## config.mk

```make
export PLATFORM = sky130hd
export DESIGN_NAME = nbr_info_tx_streamer
export DESIGN_NICKNAME = d
export VERILOG_FILES = /design/src/rtl/nbr_info_tx_streamer_pkg.sv /design/src/rtl/nbr_info_tx_shifter.sv /design/src/rtl/nbr_info_tx_streamer.sv
export SDC_FILE = /design/constraint.sdc
export NUM_CORES = 1
export LEC_CHECK = 0
export ABC_AREA = 0
export CAP_MARGIN = 20
export CORE_MARGIN = 8
export CORE_UTILIZATION = 40
export CTS_CLUSTER_DIAMETER = 40
export DETAILED_ROUTE_END_ITERATION = 6
export PLACE_DENSITY = 0.7
export SLEW_MARGIN = 20
export SYNTH_ARGS = -nofsm -noshare
export SYNTH_HDL_FRONTEND = slang
export SYNTH_SLANG_ARGS = --single-unit
```

## constraint.sdc

```tcl
create_clock -name clk -period 4.9 [get_ports clk]
set_clock_uncertainty 0.2 [all_clocks]
set_input_delay 1.47 -clock clk [delete_from_list [all_inputs] [get_ports clk]]
set_output_delay 1.47 -clock clk [all_outputs]
set_load 0.005 [all_outputs]
```

## src/rtl/nbr_info_tx_streamer_pkg.sv

```systemverilog
// Shared types and defaults for the neighbor-info serial transmitter.
// Build option: NBR_TX_PARITY_EN appends one even-parity bit to every word.
package nbr_info_tx_streamer_pkg;

  localparam int unsigned BW_MEM    = 16;
  localparam int unsigned NUM_BANKS = 2;
  localparam int unsigned ADDR_W    = 9;

`ifdef NBR_TX_PARITY_EN
  localparam int unsigned PAR_BITS = 1;
`else
  localparam int unsigned PAR_BITS = 0;
`endif

  typedef struct packed {
    logic [ADDR_W-1:0] A;
    logic              CEN;
    logic              WEN;
    logic [BW_MEM-1:0] Data;
  } sram_if_t;

  typedef enum logic [1:0] {StIdle, StSos, StShift, StEos} state_e;

endpackage

```

## src/rtl/nbr_info_tx_shifter.sv

```systemverilog
// Per-bank load/shift register driving one serial line, MSB first.
// Build option: NBR_TX_PARITY_EN appends the even-parity bit after the LSB.
module nbr_info_tx_shifter #(
  parameter int unsigned Width = 16
) (
  input  logic             clk_i,
  input  logic             reset_i,
  input  logic             load_i,
  input  logic             en_i,
  input  logic [Width-1:0] word_i,
  output logic             tx_o
);
  import nbr_info_tx_streamer_pkg::*;

  localparam int unsigned P = Width + PAR_BITS;

  logic [P-1:0] sh_q, sh_d, load_val;

`ifdef NBR_TX_PARITY_EN
  assign load_val = en_i ? {word_i, ^word_i} : '0;
`else
  assign load_val = en_i ? word_i : '0;
`endif

  // Zeros shift in behind the word, so the line idles low once a word drains.
  always_comb begin
    sh_d = load_i ? load_val : {sh_q[P-2:0], 1'b0};
  end

  always_ff @(posedge clk_i or posedge reset_i) begin
    if (reset_i) sh_q <= '0;
    else         sh_q <= sh_d;
  end

  assign tx_o = sh_q[P-1];

endmodule

```

## src/rtl/nbr_info_tx_streamer.sv

```systemverilog
// Streams SRAM bank images onto one-bit-per-bank serial links framed by sos/eos.
// Build option: NBR_TX_PARITY_EN adds a parity bit per word (handled in the shifter).
module nbr_info_tx_streamer #(
  parameter int unsigned BW_MEM    = nbr_info_tx_streamer_pkg::BW_MEM,
  parameter int unsigned NUM_BANKS = nbr_info_tx_streamer_pkg::NUM_BANKS,
  parameter int unsigned ADDR_W    = nbr_info_tx_streamer_pkg::ADDR_W,
  parameter int unsigned CNT_W     = 9
) (
  input  logic                                               clk,
  input  logic                                               reset,
  input  logic                                               start,
  input  logic [ADDR_W-1:0]                                  base_addr,
  input  logic [CNT_W-1:0]                                   word_count,
  input  logic [NUM_BANKS-1:0]                               bank_en,
  input  logic [NUM_BANKS-1:0][BW_MEM-1:0]                   sram_q,
  output nbr_info_tx_streamer_pkg::sram_if_t [NUM_BANKS-1:0] sram_if,
  output logic                                               sos,
  output logic                                               eos,
  output logic [NUM_BANKS-1:0]                               tx_data,
  output logic                                               busy,
  output logic                                               done
);
  import nbr_info_tx_streamer_pkg::*;

  localparam int unsigned P    = BW_MEM + PAR_BITS;
  localparam int unsigned BitW = $clog2(P);
  localparam logic [BitW-1:0] BitLast = BitW'(P - 1);
  localparam logic [BitW-1:0] BitRead = BitW'(P - 2);

  state_e               state_q, state_d;
  logic [BitW-1:0]      bit_q, bit_d;
  logic [CNT_W-1:0]     ld_q, ld_d, cnt_q, cnt_d;
  logic [ADDR_W-1:0]    base_q, base_d;
  logic [NUM_BANKS-1:0] en_q, en_d;
  logic                 sos_q, sos_d, eos_q, eos_d, done_q, done_d;
  logic                 accept, zero_req, last_bit, more, load, rd;
  logic [ADDR_W-1:0]    rd_addr;

  assign accept   = (state_q == StIdle) && start;
  assign zero_req = (word_count == '0);
  assign last_bit = (state_q == StShift) && (bit_q == BitLast);
  // ld_q counts words already loaded into the shifters.
  assign more     = (ld_q != cnt_q);
  assign load     = last_bit && more;

  always_ff @(posedge clk or posedge reset) begin
    if (reset) state_q <= StIdle;
    else       state_q <= state_d;
  end

  always_comb begin
    state_d = state_q;
    unique case (state_q)
      StIdle:  if (accept && !zero_req) state_d = StSos;
      StSos:   state_d = StShift;
      StShift: if (last_bit && !more) state_d = StEos;
      StEos:   state_d = StIdle;
      default: state_d = StIdle;
    endcase
  end

  always_comb begin
    busy    = (state_q != StIdle);
    rd      = (state_q == StSos) ||
              ((state_q == StShift) && (bit_q == BitRead) && more);
    rd_addr = base_q + ADDR_W'(ld_q);
    for (int i = 0; i < int'(NUM_BANKS); i++) begin
      sram_if[i] = '{A: '0, CEN: 1'b1, WEN: 1'b1, Data: '0};
      if (rd && en_q[i]) begin
        sram_if[i].A   = rd_addr;
        sram_if[i].CEN = 1'b0;
      end
    end
  end

  always_comb begin
    bit_d  = bit_q;
    ld_d   = ld_q;
    cnt_d  = cnt_q;
    base_d = base_q;
    en_d   = en_q;
    if (accept && !zero_req) begin
      cnt_d  = word_count;
      base_d = base_addr;
      en_d   = bank_en;
    end
    unique case (state_q)
      // Entering SHIFT on the last-bit count makes word 0 load like any later word.
      StSos: begin
        bit_d = BitLast;
        ld_d  = '0;
      end
      StShift: begin
        if (last_bit) begin
          bit_d = '0;
          if (more) ld_d = ld_q + CNT_W'(1);
        end else begin
          bit_d = bit_q + BitW'(1);
        end
      end
      StEos: begin
        bit_d = '0;
        ld_d  = '0;
      end
      default: ;
    endcase
    sos_d  = (state_q == StSos);
    eos_d  = (state_d == StEos);
    done_d = eos_d || (accept && zero_req);
  end

  always_ff @(posedge clk or posedge reset) begin
    if (reset) begin
      bit_q  <= '0;
      ld_q   <= '0;
      cnt_q  <= '0;
      base_q <= '0;
      en_q   <= '0;
      sos_q  <= 1'b0;
      eos_q  <= 1'b0;
      done_q <= 1'b0;
    end else begin
      bit_q  <= bit_d;
      ld_q   <= ld_d;
      cnt_q  <= cnt_d;
      base_q <= base_d;
      en_q   <= en_d;
      sos_q  <= sos_d;
      eos_q  <= eos_d;
      done_q <= done_d;
    end
  end

  assign sos  = sos_q;
  assign eos  = eos_q;
  assign done = done_q;

  for (genvar g = 0; g < int'(NUM_BANKS); g++) begin : g_bank
    nbr_info_tx_shifter #(
      .Width(BW_MEM)
    ) u_shifter (
      .clk_i  (clk),
      .reset_i(reset),
      .load_i (load),
      .en_i   (en_q[g]),
      .word_i (sram_q[g]),
      .tx_o   (tx_data[g])
    );
  end

endmodule

```

==> flow_summary.ini <==
[timing]
setup_ws_ns = 0.371
fin_setup_tns_ns = 0
tightest_slew_ns = 0.831
hold_viol_final = 0
finalSetupViolations = 0
timing.fmax_mhz = 221
slew_headroom_pct = 44.5
period_share_pct = 92.4
finalMaxSlewViolations = 0
period_minus_slack_ns = 4.53
rsz0062_at_grt = no
hold_ws_ns = 0.246

[setup_path]
cp_cell_sequence = ha_1 -> inv_1 -> fa_1 -> nor2b_1 -> o21ai_0 -> a21oi_1 -> o41ai_1 -> xnor2_1 -> nor2_1 -> clkdlybuf4s50_1
rrSetupSlack_ns = 2.25
cp-start-kind = register
worstPathRequired_ns = 3.23
crit_path_max_fanout = 6
critPathBufInv = 2
cp_top_family = compound AO/OA/AOI/OAI gates
crit_path_max_incr_delay_ns = 0.53
endpoint_kind = output port
reg2reg_to = ld_q[2]$_DFFE_PP0P_
rr_worst_depth = 6
arrival_ns = 2.86
cp_slowest_cell = clkdlybuf4s50_1
worstSetupPathType = register to output port
reg2reg_from = ld_q[4]$_DFFE_PP0P_

[cts]
clk_latency_ns = 0.34
max-clock-path-buffers = 2
postCtsSetupBuffers = 0
h-tree-depth = 3
cts_tree = done
numCtsBuffers = 9
hold_buffers = 0
post_cts_resized = 0
cts-root-buf = clkbuf_8
clk_pin_slew_ns = 0.08
cts_num_sinks = 70

[route]
via_per_inst = 4.81
drt_iter0_drc = 119
drt_pass1_iterations = 4
drt_wl_total_um = 8740
drcViolationCount = 0
wl_per_cell_um = 14.8
ant_nets = 0
vias = 2849

[place]
dp_slack_ns = 0.804
io_buffers = 80
gp_congestion = 0.854
dp_cells = 575
place_hpwl_um = 6510

[floorplanning]
design.core.area_sq_um = 9150
ios = 115
std_cell_rows = 35
fp.dieH_um = 113
die_w_um = 113
dieArea_sq_um = 12700
start_util_pct = 40.7

[finish]
fillers = 841
seq_area_sq_um = 1750
area_growth_pct = 26.9
layout.nets = 548
n_antenna_cell = 0
final_cells = 592
drive_gt1_share_pct = 9.36
multi_input_area_sq_um = 1730

[synthesis]
synth_edf_count = 0
synthDistinctLibCells = 39
synth_top_cell_by_area = dfrtp_1
synth_most_common_cell = nand2_1
yosysSeqAreaShare_pct = 47.0
netlist_instances = 400
ys_seq_elements = 70
synth_ff_type = dfrtp_1
synth-async-reset-ratio_pct = 100
synth_area_per_cell_sq_um = 9.32
ys_warn_count = 0
syn_area_sq_um = 3730
synth_top_area_share_pct = 47.0
synth_area_leaders = dfrtp_1 (47%), nand2_1 (7.4%), buf_4 (7.2%)
synthTopCellsByCount = nand2_1 (74), dfrtp_1 (70), o21ai_0 (48), buf_4 (36), nor2_1 (34)

[flow_run]
maxCapViolations = 0

[min_path]
whs_path_depth = 2
min_to = g_bank[1].u_shifter.sh_q[12]$_DFF_PP0_
hp-class = register to register
hp-start = g_bank[1].u_shifter.sh_q[11]$_DFF_PP0_

[grt]
grt_pass1_wl_um = 14600
grt_max_degree = 63
grt_antenna_before_repair = 0
grtUsageTotal_pct = 14.1
grt_pass1_vias = 3050
overflow = 0

[power_and_ir_drop]
p_leak_nw = 2.11
p_per_area_nw_per_um2 = 522
total_power_mw = 2.47
ir_drop_mv = 0.250

[run_status]
status = complete, no violations
## per-layer routing
metal	part of all wire (%)	vias up	track usage, %
met4	0.97	0	3.69
met2	49	88	24.2
met3	6.6	10	4.83
met1	44	1342	16.3
li1	-	1409	-
met5	0	-	0
## cell type report
cell class / count / share of cell area [%]
tap: 111 / 2.93
timing repair buffer: 83 / 17.7
clock inverter: 7 / 2.01
sequential: 70 / 37.0
clock buffer: 9 / 2.62
inverter: 14 / 1.11
multi-input combinational: 298 / 36.6
## tightest hold or removal path: stages, from the launching register on
cell	delay [ns]
dfrtp_1	0.32
nand2_1	0.04
o21ai_0	0.06
## worst max-delay path by stage
stage | start | end | slack (ns) | depth (start not counted)
after CTS | ld_q[0]$_DFFE_PP0P_ | sram_if[26] | 0.40 | 10
after floorplan | reset | base_q[0]$_DFFE_PP0P_ | 1.46 | 1
after detailed placement | ld_q[0]$_DFFE_PP0P_ | sram_if[26] | 0.80 | 10
final | ld_q[0]$_DFFE_PP0P_ | sram_if[26] | 0.37 | 10
after global placement | ld_q[0]$_DFFE_PP0P_ | sram_if[53] | 0.86 | 10
after global routing | ld_q[0]$_DFFE_PP0P_ | sram_if[26] | 0.20 | 10
## kinds of logic (layout without fill, tap and decap cells)
kind of cell / Yosys count / after routing / share of synthesized area, %
buf+inv: 64 / 113 / 10.3
fa+ha+maj: 17 / 17 / 5.91
other cells: 2 / 34 / 0.201
simple gates: 135 / 135 / 15.1
flops: 70 / 70 / 47.0
mux: 20 / 20 / 6.04
xor+xnor: 17 / 17 / 3.99
compound gates: 75 / 75 / 11.5
## sequential cells by signal, summed over array words and instances (netlist names)
signal,flops
base_q,9
bit_q,4
cnt_q,9
eos,1
sos,1
g_bank.u_shifter.sh_q,32
ld_q,9
state_q,2
en_q,2
done,1
## layout by cell type, fill, tap and decap left out, types with 3 or more instances in the layout
cell              n
clkdlybuf4s50_1  80
nand2_1          74
dfrtp_1          70
o21ai_0          48
nor2_1           34
conb_1           34
mux2_2           20
ha_1             16
inv_1            13
xor2_1           10
a21oi_1           9
clkbuf_8          9
nand3_1           7
xnor2_1           7
nand2b_1          4
o31ai_1           3
and2_1            3
## metrics by stage
step	area (sq um)	util (%)
CTS	4700	51.4
floorplan	3850	-
detailed placement	4480	49.0
global placement	4480	49.0
global route	4730	51.7
finish	4730	51.7
## report_power, final
part / leakage [nW] / total (mW) / switching, mW / internal, mW
combinational: 1.09 / 0.984 / 0.505 / 0.479
sequential: 0.906 / 0.970 / 0.180 / 0.790
clock: 0.110 / 0.516 / 0.228 / 0.288
total: 2.11 / 2.47 / 0.913 / 1.56
(Power assumes the default switching activity.)
